==> src/rtl/mem_access_stage.sv <==
// Memory-access pipeline stage: registers ALU results, performs CP (store) / GP (load) over req/ack,
// and emits one write-back record per instruction. Optional macro: STORE_FORWARD_EN.
module mem_access_stage #(
    parameter int DATA_W  = 32,
    parameter int ADDR_W  = 16,
    parameter int REG_W   = 4,
    parameter int TIMEOUT = 255
) (
    input  logic              clk,
    input  logic              rst,
    input  logic              in_valid,
    output logic              in_ready,
    input  logic [4:0]        opcode,
    input  logic [DATA_W-1:0] alu_result,
    input  logic [31:0]       rd_out,
    input  logic              wr_enable,
    input  logic [DATA_W-1:0] mem_result,
    input  logic [31:0]       mem_out,
    input  logic [31:0]       rd_mem,
    output logic              mem_req,
    output logic              mem_we,
    output logic [ADDR_W-1:0] mem_addr,
    output logic [DATA_W-1:0] mem_wdata,
    input  logic              mem_ack,
    input  logic [DATA_W-1:0] mem_rdata,
    output logic              wb_valid,
    output logic              wb_we,
    output logic [REG_W-1:0]  wb_reg,
    output logic [DATA_W-1:0] wb_data,
    output logic              stall,
    output logic              mem_err
);

    localparam int CNT_W = (TIMEOUT > 1) ? $clog2(TIMEOUT) : 1;
    localparam logic [4:0] OP_CP = 5'd6;
    localparam logic [4:0] OP_GP = 5'd10;

    typedef enum logic [1:0] {
        IDLE,
        ACCESS,
        RESP
    } state_t;

    state_t            state_q, state_d;
    logic [CNT_W-1:0]  cnt_q, cnt_d;
    logic              memReq_q, memReq_d;
    logic              memWe_q, memWe_d;
    logic [ADDR_W-1:0] memAddr_q, memAddr_d;
    logic [DATA_W-1:0] memWdata_q, memWdata_d;
    logic [REG_W-1:0]  loadReg_q, loadReg_d;
    logic              wbValid_q, wbValid_d;
    logic              wbWe_q, wbWe_d;
    logic [REG_W-1:0]  wbReg_q, wbReg_d;
    logic [DATA_W-1:0] wbData_q, wbData_d;
    logic              memErr_q, memErr_d;

    logic accept;
    logic aluWrites;
    logic fwdHit;

`ifdef STORE_FORWARD_EN
    logic              fwdValid_q, fwdValid_d;
    logic [ADDR_W-1:0] fwdAddr_q, fwdAddr_d;
    logic [DATA_W-1:0] fwdData_q, fwdData_d;

    assign fwdHit = fwdValid_q && (fwdAddr_q == mem_out[ADDR_W-1:0]);
`else
    assign fwdHit = 1'b0;
`endif

    assign in_ready  = (state_q == IDLE);
    assign stall     = ~in_ready;
    assign accept    = in_valid & in_ready;
    // NOP, branches and undefined opcodes produce a record that never writes the register file
    assign aluWrites = !((opcode == 5'd0) || (opcode == 5'd7) || (opcode == 5'd8) || (opcode > 5'd10));

    assign mem_req   = memReq_q;
    assign mem_we    = memWe_q;
    assign mem_addr  = memAddr_q;
    assign mem_wdata = memWdata_q;
    assign wb_valid  = wbValid_q;
    assign wb_we     = wbWe_q;
    assign wb_reg    = wbReg_q;
    assign wb_data   = wbData_q;
    assign mem_err   = memErr_q;

    always_ff @(posedge clk) begin
        if (rst) begin
            state_q    <= IDLE;
            cnt_q      <= '0;
            memReq_q   <= 1'b0;
            memWe_q    <= 1'b0;
            memAddr_q  <= '0;
            memWdata_q <= '0;
            loadReg_q  <= '0;
            wbValid_q  <= 1'b0;
            wbWe_q     <= 1'b0;
            wbReg_q    <= '0;
            wbData_q   <= '0;
            memErr_q   <= 1'b0;
`ifdef STORE_FORWARD_EN
            fwdValid_q <= 1'b0;
            fwdAddr_q  <= '0;
            fwdData_q  <= '0;
`endif
        end else begin
            state_q    <= state_d;
            cnt_q      <= cnt_d;
            memReq_q   <= memReq_d;
            memWe_q    <= memWe_d;
            memAddr_q  <= memAddr_d;
            memWdata_q <= memWdata_d;
            loadReg_q  <= loadReg_d;
            wbValid_q  <= wbValid_d;
            wbWe_q     <= wbWe_d;
            wbReg_q    <= wbReg_d;
            wbData_q   <= wbData_d;
            memErr_q   <= memErr_d;
`ifdef STORE_FORWARD_EN
            fwdValid_q <= fwdValid_d;
            fwdAddr_q  <= fwdAddr_d;
            fwdData_q  <= fwdData_d;
`endif
        end
    end

    always_comb begin
        state_d    = state_q;
        cnt_d      = cnt_q;
        memReq_d   = memReq_q;
        memWe_d    = memWe_q;
        memAddr_d  = memAddr_q;
        memWdata_d = memWdata_q;
        loadReg_d  = loadReg_q;
        wbValid_d  = 1'b0;
        wbWe_d     = 1'b0;
        wbReg_d    = wbReg_q;
        wbData_d   = wbData_q;
        memErr_d   = memErr_q;
`ifdef STORE_FORWARD_EN
        fwdValid_d = fwdValid_q;
        fwdAddr_d  = fwdAddr_q;
        fwdData_d  = fwdData_q;
`endif

        case (state_q)
            IDLE: begin
                if (accept) begin
                    if (opcode == OP_CP) begin
                        state_d    = ACCESS;
                        cnt_d      = '0;
                        memReq_d   = 1'b1;
                        memWe_d    = 1'b1;
                        memAddr_d  = rd_mem[ADDR_W-1:0];
                        memWdata_d = mem_result;
                        loadReg_d  = rd_mem[REG_W-1:0];
                    end else if (opcode == OP_GP && fwdHit) begin
                        wbValid_d = 1'b1;
                        wbWe_d    = 1'b1;
                        wbReg_d   = rd_mem[REG_W-1:0];
`ifdef STORE_FORWARD_EN
                        wbData_d  = fwdData_q;
`endif
                    end else if (opcode == OP_GP) begin
                        state_d   = ACCESS;
                        cnt_d     = '0;
                        memReq_d  = 1'b1;
                        memWe_d   = 1'b0;
                        memAddr_d = mem_out[ADDR_W-1:0];
                        loadReg_d = rd_mem[REG_W-1:0];
                    end else begin
                        wbValid_d = 1'b1;
                        wbWe_d    = aluWrites & wr_enable;
                        wbReg_d   = rd_out[REG_W-1:0];
                        wbData_d  = alu_result;
                    end
                end
            end

            ACCESS: begin
                // an ack in the final counted cycle still completes normally
                if (mem_ack) begin
                    state_d   = RESP;
                    memReq_d  = 1'b0;
                    wbValid_d = 1'b1;
                    if (!memWe_q) begin
                        wbWe_d   = 1'b1;
                        wbReg_d  = loadReg_q;
                        wbData_d = mem_rdata;
                    end
`ifdef STORE_FORWARD_EN
                    if (memWe_q) begin
                        fwdValid_d = 1'b1;
                        fwdAddr_d  = memAddr_q;
                        fwdData_d  = memWdata_q;
                    end
`endif
                end else if (cnt_q == CNT_W'(TIMEOUT - 1)) begin
                    state_d   = RESP;
                    memReq_d  = 1'b0;
                    memErr_d  = 1'b1;
                    wbValid_d = 1'b1;
`ifdef STORE_FORWARD_EN
                    fwdValid_d = 1'b0;
`endif
                end else begin
                    cnt_d = cnt_q + 1'b1;
                end
            end

            RESP: begin
                state_d = IDLE;
            end

            default: begin
                state_d = IDLE;
            end
        endcase
    end

endmodule

==> config.mk <==
export PLATFORM = sky130hd
export DESIGN_NAME = mem_access_stage
export DESIGN_NICKNAME = d
export VERILOG_FILES = /design/src/rtl/mem_access_stage.sv
export SDC_FILE = /design/constraint.sdc
export NUM_CORES = 1
export LEC_CHECK = 0
export CORE_AREA = 2 2 114 116
export CTS_BUF_LIST = sky130_fd_sc_hd__clkbuf_8
export CTS_CLUSTER_DIAMETER = 80
export CTS_CLUSTER_SIZE = 12
export DETAILED_ROUTE_END_ITERATION = 10
export DIE_AREA = 0 0 116 118
export PLACE_DENSITY = 0.83
export SLEW_MARGIN = 10
export SYNTH_ARGS = -nofsm -noshare
export SYNTH_HDL_FRONTEND = slang
export SYNTH_SLANG_ARGS = --single-unit
==> constraint.sdc <==
create_clock -name clk -period 5.19 [get_ports clk]
set_input_delay 1.557 -clock clk [delete_from_list [all_inputs] [get_ports clk]]
set_output_delay 1.557 -clock clk [all_outputs]
set_load 0.02 [all_outputs]
==> flow_summary.json, run 1 <==
{
  "rows": 41,
  "r2r_slack_ns": 2.69,
  "grt_util_all_layers_pct": 21.22,
  "grt.met2_usage_pct": 35.89,
  "hold_depth": 2,
  "skew_ns": 0.01328,
  "core_um2": 12410,
  "drt_iter0_drc": 322,
  "syn_to_final_growth_pct": 53.33,
  "grt.overflow.total": 0,
  "chipHeight_um": 118,
  "power.density_nw_per_um2": 228.2,
  "power_frac_comb_pct": 20.4,
  "vias_per_cell": 5.116,
  "fmax_mhz": 265.7,
  "fin_cells": 930,
  "grt_max_degree": 59,
  "synth_cell_types": 38,
  "report.final.hold_viol_count": 0,
  "drive_above_1_share_pct": 12.80,
  "grt_pass1_vias": 4704,
  "crit_path_end_kind": "register",
  "rsz0062_at_grt": "no",
  "cts.clk_slew.worst_paths_ns": 0.12,
  "gp_congestion": 0.8554,
  "p_seq_share_pct": 49.6,
  "layout_commonest_cell": "clkdlybuf4s50_1",
  "ant_nets": 0,
  "met3_usage_pct": 6.643,
  "ys_seq_area_share_pct": 42.75,
  "antenna_found_initial": 0,
  "start_kind": "input port",
  "use_met1_pct": 25.16,
  "cts_tree": "yes",
  "reg2reg_depth": 5,
  "tightest_slew_ns": 1.167,
  "place_inst": 914,
  "hold_buffers": 0,
  "hp-start": "mem_wdata[7]$_SDFFE_PP0P_",
  "grt_pass1_wl_mm": 23.14,
  "synth.cell_area_um2": 4823,
  "p_int_mw": 1.205,
  "crit_fanout": 33,
  "whs_ns": 0.4626,
  "synth_cells": 549,
  "fin_ws_ns": 1.426,
  "fin_setup_tns_ns": 0,
  "syn_nets": 753,
  "hpwl_mm": 10.82,
  "hp-class": "reg2reg",
  "r2r-end": "mem_wdata[15]$_SDFFE_PP0P_",
  "busiest_layer": "met2",
  "swShare_pct": 28.62,
  "num-nets-final": 957,
  "utilization_pct": 59.57,
  "ctsResizeCount": 0,
  "power_switching_mw": 0.4831,
  "ys_ff_latch": 103,
  "drcViolationCount": 0,
  "via_count": 4758,
  "cp.required_ns": 5.50,
  "clkPwrFrac_pct": 30.0,
  "wl_mm": 14.83,
  "cts_buffers": 9,
  "status": "finished clean",
  "firstDrtPassIters": 5,
  "wire_per_inst_um": 15.95,
  "p_leak_nw": 2.526,
  "dp_slack_ns": 1.060,
  "clock_latency_ns": 0.38,
  "cts_setup_buffers": 0,
  "cts_sinks": 103,
  "r2r_start": "state_q[0]$_SDFFE_PP0P_",
  "cp_slowest_cell": "and3_1",
  "diodes": 0,
  "relSlewSlack_pct": 22.22,
  "cp_data_arrival_time_ns": 4.07,
  "setup_viol": 0,
  "multi_input_area_um2": 2372,
  "die_w_um": 116,
  "cts_buffer_depth": 2,
  "holdPathEnd": "mem_wdata[7]$_SDFFE_PP0P_",
  "min_period_ns": 3.764,
  "synth_area_per_cell_um2": 8.786,
  "htree_levels": 3,
  "numPortBuffers": 232,
  "drv_cap": 0,
  "critPathMaxStageDelay_ns": 0.97,
  "worstSetupPathType": "in2reg",
  "final_cell_mix": "231 x clkdlybuf4s50_1, 102 x dfxtp_1, 99 x nand2_1",
  "start_util_pct": 38.85,
  "root_buffer": "clkbuf_8",
  "fin_crit_sh_pct": 72.52,
  "drv_slew": 0,
  "dieArea_um2": 13690,
  "irDropWorstVdd_mv": 0.1303,
  "ys_warn_count": 0,
  "register_area_um2": 2063,
  "pin_count": 293,
  "n_fill_cell": 1074,
  "worstPathCellList": "clkdlybuf4s50_1, nor3b_2, buf_4, and3_1, nand2_1, a21oi_1"
}
area by class of cell:
cell class / instances / share of cell area, %
Sequential cell: 103 / 27.90
Clock buffer: 9 / 1.675
Multi-Input combinational cell: 356 / 32.08
Inverter: 42 / 2.132
Tap cell: 172 / 2.910
Clock inverter: 7 / 1.032
Timing Repair Buffer: 241 / 32.28
routing by layer:
layer / vias to the layer above / wire (µm)
li1: 2327 / -
met1: 2204 / 5997
met2: 200 / 7176
met3: 27 / 1357
met4: 0 / 297
met5: - / 0
synthesized netlist by cell type:
library cell | count | area share [%]
nand2b_1 | 4 | 0.52
buf_1 | 2 | 0.16
o31a_1 | 1 | 0.18
a31oi_1 | 1 | 0.13
nor3_1 | 3 | 0.31
o2111ai_1 | 3 | 0.54
nand4b_1 | 1 | 0.18
o21bai_1 | 1 | 0.16
a21oi_1 | 45 | 4.7
nor2_1 | 21 | 1.6
mux2i_1 | 4 | 0.83
clkbuf_1 | 29 | 2.3
ha_1 | 2 | 0.52
a21boi_0 | 1 | 0.16
a211oi_2 | 30 | 7.8
nor2b_1 | 3 | 0.39
buf_2 | 12 | 1.2
dfxtp_1 | 103 | 43
nor3b_1 | 1 | 0.16
a211oi_1 | 42 | 6.5
buf_6 | 5 | 1.2
or2_2 | 1 | 0.13
a311oi_1 | 16 | 2.9
mux2_2 | 36 | 8.4
nor3b_2 | 2 | 0.52
o21a_1 | 2 | 0.31
nand3b_1 | 2 | 0.31
a211o_1 | 1 | 0.18
nand2_1 | 99 | 7.7
a2111oi_0 | 1 | 0.18
o21ai_0 | 3 | 0.31
a21o_1 | 2 | 0.31
and3_1 | 3 | 0.39
inv_1 | 42 | 3.3
nand3_1 | 20 | 2.1
nand4_1 | 3 | 0.39
o211ai_1 | 1 | 0.16
xor2_1 | 1 | 0.18
critical path: cells and delay by family:
kind                   cells  cell delay (ns)
AOI/OAI and AO/OA          1             0.19
and+or+nand+nor            3             1.50
buffers and inverters      2             0.81
cells by family (layout without fill, tap and decap cells):
| family | count (synthesis) | in the layout | share of synthesized area (%) |
|---|---|---|---|
| buffers and inverters | 90 | 299 | 8.093 |
| muxes | 40 | 40 | 9.235 |
| and+or+nand+nor | 163 | 163 | 14.71 |
| DFF | 103 | 103 | 42.75 |
| adders and majority gates | 2 | 2 | 0.5187 |
| xor gates and xnor gates | 1 | 1 | 0.1816 |
| AOI/OAI and AO/OA | 150 | 150 | 24.51 |
power by group through the flow:
stage	Sequential (mW)	Clock, mW	Combinational, mW
3_5_place_dp	0.855	0	0.345
4_1_cts	0.837	0.522	0.347
3_3_place_gp	0.853	0	0.338
2_1_floorplan	0.889	0	0.122
5_1_grt	0.841	0.560	0.368
6_report	0.837	0.506	0.345
how the worst max path moves through the flow:
stage                                  startpoint  slack [ns]                    endpoint  depth (start not counted)
after floorplan           state_q[0]$_SDFFE_PP0P_        2.30                    in_ready                          5
after global placement                  opcode[1]        1.20  mem_wdata[11]$_SDFFE_PP0P_                          6
after detailed placement                opcode[1]        1.06  mem_wdata[15]$_SDFFE_PP0P_                          6
after CTS                               opcode[1]        1.44  mem_wdata[15]$_SDFFE_PP0P_                          6
after global routing                    opcode[1]        1.26  mem_wdata[15]$_SDFFE_PP0P_                          6
final                                   opcode[1]        1.43  mem_wdata[15]$_SDFFE_PP0P_                          6
metrics by stage:
stage / instance area [µm²] / total power, mW
2_1_floorplan: 4823 / 1.012
3_3_place_gp: 7196 / 1.191
3_5_place_dp: 7196 / 1.201
4_1_cts: 7396 / 1.706
6_report: 7396 / 1.688
5_1_grt: 7396 / 1.769
No activity file was read; power rests on OpenSTA's default activity.
==> run 2: changes to the inputs <==
--- a/config.mk
+++ b/config.mk
@@ -5,13 +5,13 @@
 export SDC_FILE = /design/constraint.sdc
 export NUM_CORES = 1
 export LEC_CHECK = 0
-export CORE_AREA = 2 2 114 116
+export CORE_MARGIN = 2
+export CORE_UTILIZATION = 39
 export CTS_BUF_LIST = sky130_fd_sc_hd__clkbuf_8
 export CTS_CLUSTER_DIAMETER = 80
 export CTS_CLUSTER_SIZE = 12
 export DETAILED_ROUTE_END_ITERATION = 10
-export DIE_AREA = 0 0 116 118
-export PLACE_DENSITY = 0.83
+export PLACE_DENSITY = 0.84
 export SLEW_MARGIN = 10
 export SYNTH_ARGS = -nofsm -noshare
 export SYNTH_HDL_FRONTEND = slang
==> constraint.sdc (replaced) <==
create_clock -name clk -period 3.85 [get_ports clk]
set_input_delay 1.155 -clock clk [delete_from_list [all_inputs] [get_ports clk]]
set_output_delay 1.155 -clock clk [all_outputs]
set_load 0.02 [all_outputs]
==> run 2 against run 1 <==
Wire length fell by 0.58%. Via count rose by 0.80%. Global-route usage rose by 0.50 points. Setup slack got worse by 0.47 ns. Clock power rose by 32%. Clock skew fell by 0.0038 ns. Highest routed layer unchanged. Critical path depth did not move.
==> flow_summary.json, run 2 (synthesized netlist as in run 1, its figures left out) <==
{
  "drv_slew": 0,
  "fin_crit_sh_pct": 75.14,
  "report.final.hold_viol_count": 0,
  "grt.overflow.total": 0,
  "skew_ns": 0.009463,
  "chipHeight_um": 115.2,
  "cp_slowest_cell": "clkdlybuf4s50_1",
  "grt_max_degree": 68,
  "critPathBufInv": 2,
  "worstPathCellList": "clkdlybuf4s50_1, xor2_1, and3_1, buf_4, nor2_1, a311oi_1",
  "crit_path_end_kind": "register",
  "clock_latency_ns": 0.36,
  "drive_above_1_share_pct": 12.99,
  "firstDrtPassIters": 4,
  "wl_mm": 14.74,
  "drt_iter0_drc": 298,
  "cts_setup_buffers": 0,
  "status": "finished clean",
  "dieArea_um2": 13270,
  "via_count": 4796,
  "grt_pass1_wl_mm": 22.87,
  "ant_nets": 0,
  "hold_depth": 2,
  "cp_data_arrival_time_ns": 3.15,
  "fin_setup_tns_ns": 0,
  "numPortBuffers": 232,
  "rows": 40,
  "place_area_um2": 7241,
  "drv_cap": 0,
  "relSlewSlack_pct": 47.66,
  "fin_area_um2": 7430,
  "antenna_found_initial": 0,
  "crit_fanout": 18,
  "fmax_mhz": 345.7,
  "htree_levels": 3,
  "syn_to_final_growth_pct": 54.03,
  "drcViolationCount": 0,
  "reg2reg_depth": 5,
  "cts_buffers": 9,
  "hp-class": "reg2reg",
  "hp-start": "mem_wdata[11]$_SDFFE_PP0P_",
  "p_leak_nw": 2.568,
  "critPathMaxStageDelay_ns": 0.53,
  "whs_ns": 0.4623,
  "cts_sinks": 103,
  "tightest_slew_ns": 0.7814,
  "start_util_pct": 39.99,
  "ctsResizeCount": 0,
  "start_kind": "input port",
  "vias_per_cell": 5.157,
  "pin_count": 293,
  "diodes": 0,
  "r2r_start": "state_q[0]$_SDFFE_PP0P_",
  "cts.clk_slew.worst_paths_ns": 0.10,
  "core_um2": 12060,
  "power.density_nw_per_um2": 305.0,
  "final_cell_mix": "231 x clkdlybuf4s50_1, 102 x dfxtp_1, 99 x nand2_1",
  "worstSetupPathType": "in2reg",
  "root_buffer": "clkbuf_8",
  "grt_util_all_layers_pct": 21.72,
  "cts_buffer_depth": 2,
  "rsz0062_at_grt": "no",
  "num-nets-final": 962,
  "irDropWorstVdd_mv": 0.1614,
  "gp_congestion": 0.8100,
  "min_period_ns": 2.893,
  "r2r_slack_ns": 1.78,
  "die_w_um": 115.2,
  "r2r-end": "cnt_q[1]$_SDFFE_PP0P_",
  "layout_commonest_cell": "clkdlybuf4s50_1",
  "setup_viol": 0,
  "hold_buffers": 0,
  "holdPathEnd": "mem_wdata[11]$_SDFFE_PP0P_",
  "cts_tree": "yes",
  "grt_pass1_vias": 4709,
  "cp.required_ns": 4.11,
  "hpwl_mm": 10.85,
  "wire_per_inst_um": 15.85,
  "cp_top_family": "buffers and inverters"
}
[run 2: layout make-up]
type	count	area, µm²
multi-input cells	356	2372
repair buffers	246	2437
fillers	1016	4632
well taps	168	210.2
clock buffers	10	137.6
clock inverters	5	51.30
inverters	42	157.7
flip-flops and latches	103	2063
[run 2: per-layer routing]
metal	up-vias	wire (µm)	track usage, %
met4	0	431	10.04
met2	185	7366	37.88
met5	-	0	0
met3	38	1087	5.693
li1	2338	-	-
met1	2235	5858	24.84
[run 2: worst register-to-register path, stage by stage (launching register included)]
cell and delay (ns):
dfxtp_2 0.33, buf_4 0.42, nor3b_1 0.47, o21a_1 0.29
nor3_1 0.06, a2111oi_0 0.38
[run 2: worst max-delay path by stage]
stage | cells after the start | startpoint | slack, ns | endpoint
floorplan | 5 | state_q[0]$_SDFFE_PP0P_ | 1.36 | in_ready
global placement | 6 | opcode[2] | 0.67 | mem_addr[15]$_SDFFE_PP0P_
detailed placement | 6 | opcode[2] | 0.61 | mem_addr[14]$_SDFFE_PP0P_
CTS | 6 | opcode[2] | 0.99 | mem_addr[12]$_SDFFE_PP0P_
global route | 6 | opcode[2] | 0.84 | mem_addr[9]$_SDFFE_PP0P_
finish | 6 | opcode[2] | 0.96 | mem_addr[12]$_SDFFE_PP0P_
[run 2: per-stage QoR]
stage	utilization [%]	setup slack, ns	std cells	power, mW
final	61.60	0.9571	930	2.266
after global routing	61.60	0.8395	930	2.373
after CTS	61.60	0.9897	930	2.290
after detailed placement	60.03	0.6112	915	1.622
after global placement	60.03	0.6657	915	1.610
after floorplan	-	1.358	549	1.364
[run 2: where the power goes]
group	internal (mW)	switching, mW
Sequential	1.11	0.0209
Clock	0.311	0.358
Combinational	0.266	0.203
==> run 3: changes to the inputs <==
--- a/config.mk
+++ b/config.mk
@@ -6,12 +6,12 @@
 export NUM_CORES = 1
 export LEC_CHECK = 0
 export CORE_MARGIN = 2
-export CORE_UTILIZATION = 39
+export CORE_UTILIZATION = 35
 export CTS_BUF_LIST = sky130_fd_sc_hd__clkbuf_8
 export CTS_CLUSTER_DIAMETER = 80
 export CTS_CLUSTER_SIZE = 12
 export DETAILED_ROUTE_END_ITERATION = 10
-export PLACE_DENSITY = 0.84
+export PLACE_DENSITY = 0.79
 export SLEW_MARGIN = 10
 export SYNTH_ARGS = -nofsm -noshare
 export SYNTH_HDL_FRONTEND = slang
==> constraint.sdc (replaced) <==
create_clock -name clk -period 2.64 [get_ports clk]
set_input_delay 0.792 -clock clk [delete_from_list [all_inputs] [get_ports clk]]
set_output_delay 0.792 -clock clk [all_outputs]
set_load 0.02 [all_outputs]
==> run 3 against run 2 <==
Sequential share of layout area fell by 0.65 points. Design area rose by 2.4%. Sequential cell count did not move. First-iteration DRC count rose by 20%. Largest cell class unchanged. Highest routed layer unchanged.
==> flow_summary.json, run 3 (synthesized netlist as in run 1, its figures left out) <==
{
  "ctsResizeCount": 0,
  "power.density_nw_per_um2": 454.8,
  "drt_iter0_drc": 357,
  "hp-class": "reg2reg",
  "fin_crit_sh_pct": 94.86,
  "rsz0062_at_grt": "no",
  "grt_pass1_wl_mm": 21.85,
  "drv_cap": 0,
  "htree_levels": 3,
  "min_period_ns": 2.504,
  "root_buffer": "clkbuf_8",
  "clkPwrFrac_pct": 32.3,
  "tightest_slew_ns": 0.7030,
  "p_leak_nw": 2.641,
  "cts_setup_buffers": 0,
  "start_kind": "register",
  "drive_above_1_share_pct": 14.14,
  "wl_mm": 14.40,
  "firstDrtPassIters": 4,
  "wire_per_inst_um": 15.20,
  "dieArea_um2": 14740,
  "worstSetupStartpoint": "state_q[0]$_SDFFE_PP0P_",
  "fin_setup_tns_ns": 0,
  "chipHeight_um": 121.4,
  "power_switching_mw": 0.8859,
  "hpwl_mm": 10.53,
  "num-nets-final": 970,
  "crit_fanout": 2,
  "swShare_pct": 25.60,
  "vias_per_cell": 4.940,
  "grt_max_degree": 51,
  "cp_data_arrival_time_ns": 1.71,
  "crit_path_end_kind": "output port",
  "p_seq_share_pct": 47.4,
  "grt.overflow.total": 0,
  "gp_congestion": 0.8001,
  "ant_nets": 0,
  "rows": 42,
  "multi_input_area_um2": 2372,
  "layout_commonest_cell": "clkdlybuf4s50_1",
  "status": "finished clean",
  "p_int_mw": 2.575,
  "diodes": 0,
  "start_util_pct": 36.14,
  "clock_latency_ns": 0.38,
  "via_count": 4678,
  "register_area_um2": 2063,
  "cts.clk_slew.worst_paths_ns": 0.10,
  "hold_buffers": 0,
  "r2r_start": "state_q[0]$_SDFFE_PP0P_",
  "grt_pass1_vias": 4365,
  "report.final.hold_viol_count": 0,
  "core_um2": 13350,
  "hp-start": "mem_wdata[11]$_SDFFE_PP0P_",
  "grt_util_all_layers_pct": 18.85,
  "irDropWorstVdd_mv": 0.2631,
  "die_w_um": 121.4,
  "cts_buffers": 9,
  "numPortBuffers": 232,
  "worstSetupPathType": "reg2out",
  "cts_buffer_depth": 2,
  "antenna_found_initial": 0,
  "skew_ns": 0.01096,
  "n_fill_cell": 1209,
  "relSlewSlack_pct": 52.92,
  "drv_slew": 0,
  "power_frac_comb_pct": 20.2,
  "fmax_mhz": 399.3,
  "cts_tree": "yes",
  "final_cell_mix": "231 x clkdlybuf4s50_1, 102 x dfxtp_1, 99 x nand2_1",
  "setup_viol": 0,
  "cp.required_ns": 1.85,
  "cts_sinks": 103,
  "syn_to_final_growth_pct": 57.74,
  "drcViolationCount": 0,
  "pin_count": 293,
  "power_mw": 3.461
}
-- run 3: changes by cell type in the layout (fill, tap and decap cells not counted) --
cell        change
buf_4           +2
inv_1           -1
clkinvlp_4      +1
bufinv_16       +1
buf_12          +6
-- run 3: routing by layer --
metal,part of all wire [%],global-route usage [%]
met1,41,21.89
met2,48,31.99
met3,8.5,6.203
met4,2.5,7.471
met5,0,0
-- run 3: final cells by class --
class | instances | share of cell area, %
repair buffers | 254 | 33.81
multi-input cells | 356 | 31.18
flip-flops and latches | 103 | 27.12
well taps | 176 | 2.894
inverters | 42 | 2.072
clock buffers | 10 | 1.809
clock inverters | 6 | 1.118
-- run 3: worst paths after layout --
path	slack [ns]	end	depth (start not counted)
setup / recovery	0.14	in_ready	3
hold / removal	0.46	mem_wdata[11]$_SDFFE_PP0P_	2
setup reg to reg	0.65	cnt_q[2]$_SDFFE_PP0P_	6
hold reg to reg	0.46	mem_wdata[11]$_SDFFE_PP0P_	2
-- run 3: power groups by stage --
stage,clock network (mW),registers [mW],logic [mW]
2_1_floorplan,0,1.75,0.241
3_3_place_gp,0,1.68,0.697
3_5_place_dp,0,1.68,0.705
4_1_cts,1.15,1.64,0.707
5_1_grt,1.22,1.65,0.749
6_report,1.12,1.64,0.701
-- run 3: worst max-delay path: stages, from the launching register on --
cell and delay [ns]:
dfxtp_2 0.33, or2_2 0.31, inv_1 0.06, clkdlybuf4s50_1 0.62
-- run 3: metrics by stage --
stage | hold WS, ns | cell area, µm² | worst slack (ns) | utilization [%] | cells
after global placement | 0.4408 | 7386 | 0.04170 | 55.33 | 931
final | 0.4579 | 7609 | 0.1356 | 57.00 | 947
after CTS | 0.4602 | 7609 | 0.1017 | 57.00 | 947
after global routing | 0.4747 | 7609 | 0.07214 | 57.00 | 947
after floorplan | 0.4329 | 4823 | 0.5114 | - | 549
after detailed placement | 0.4461 | 7386 | 0.005112 | 55.33 | 931
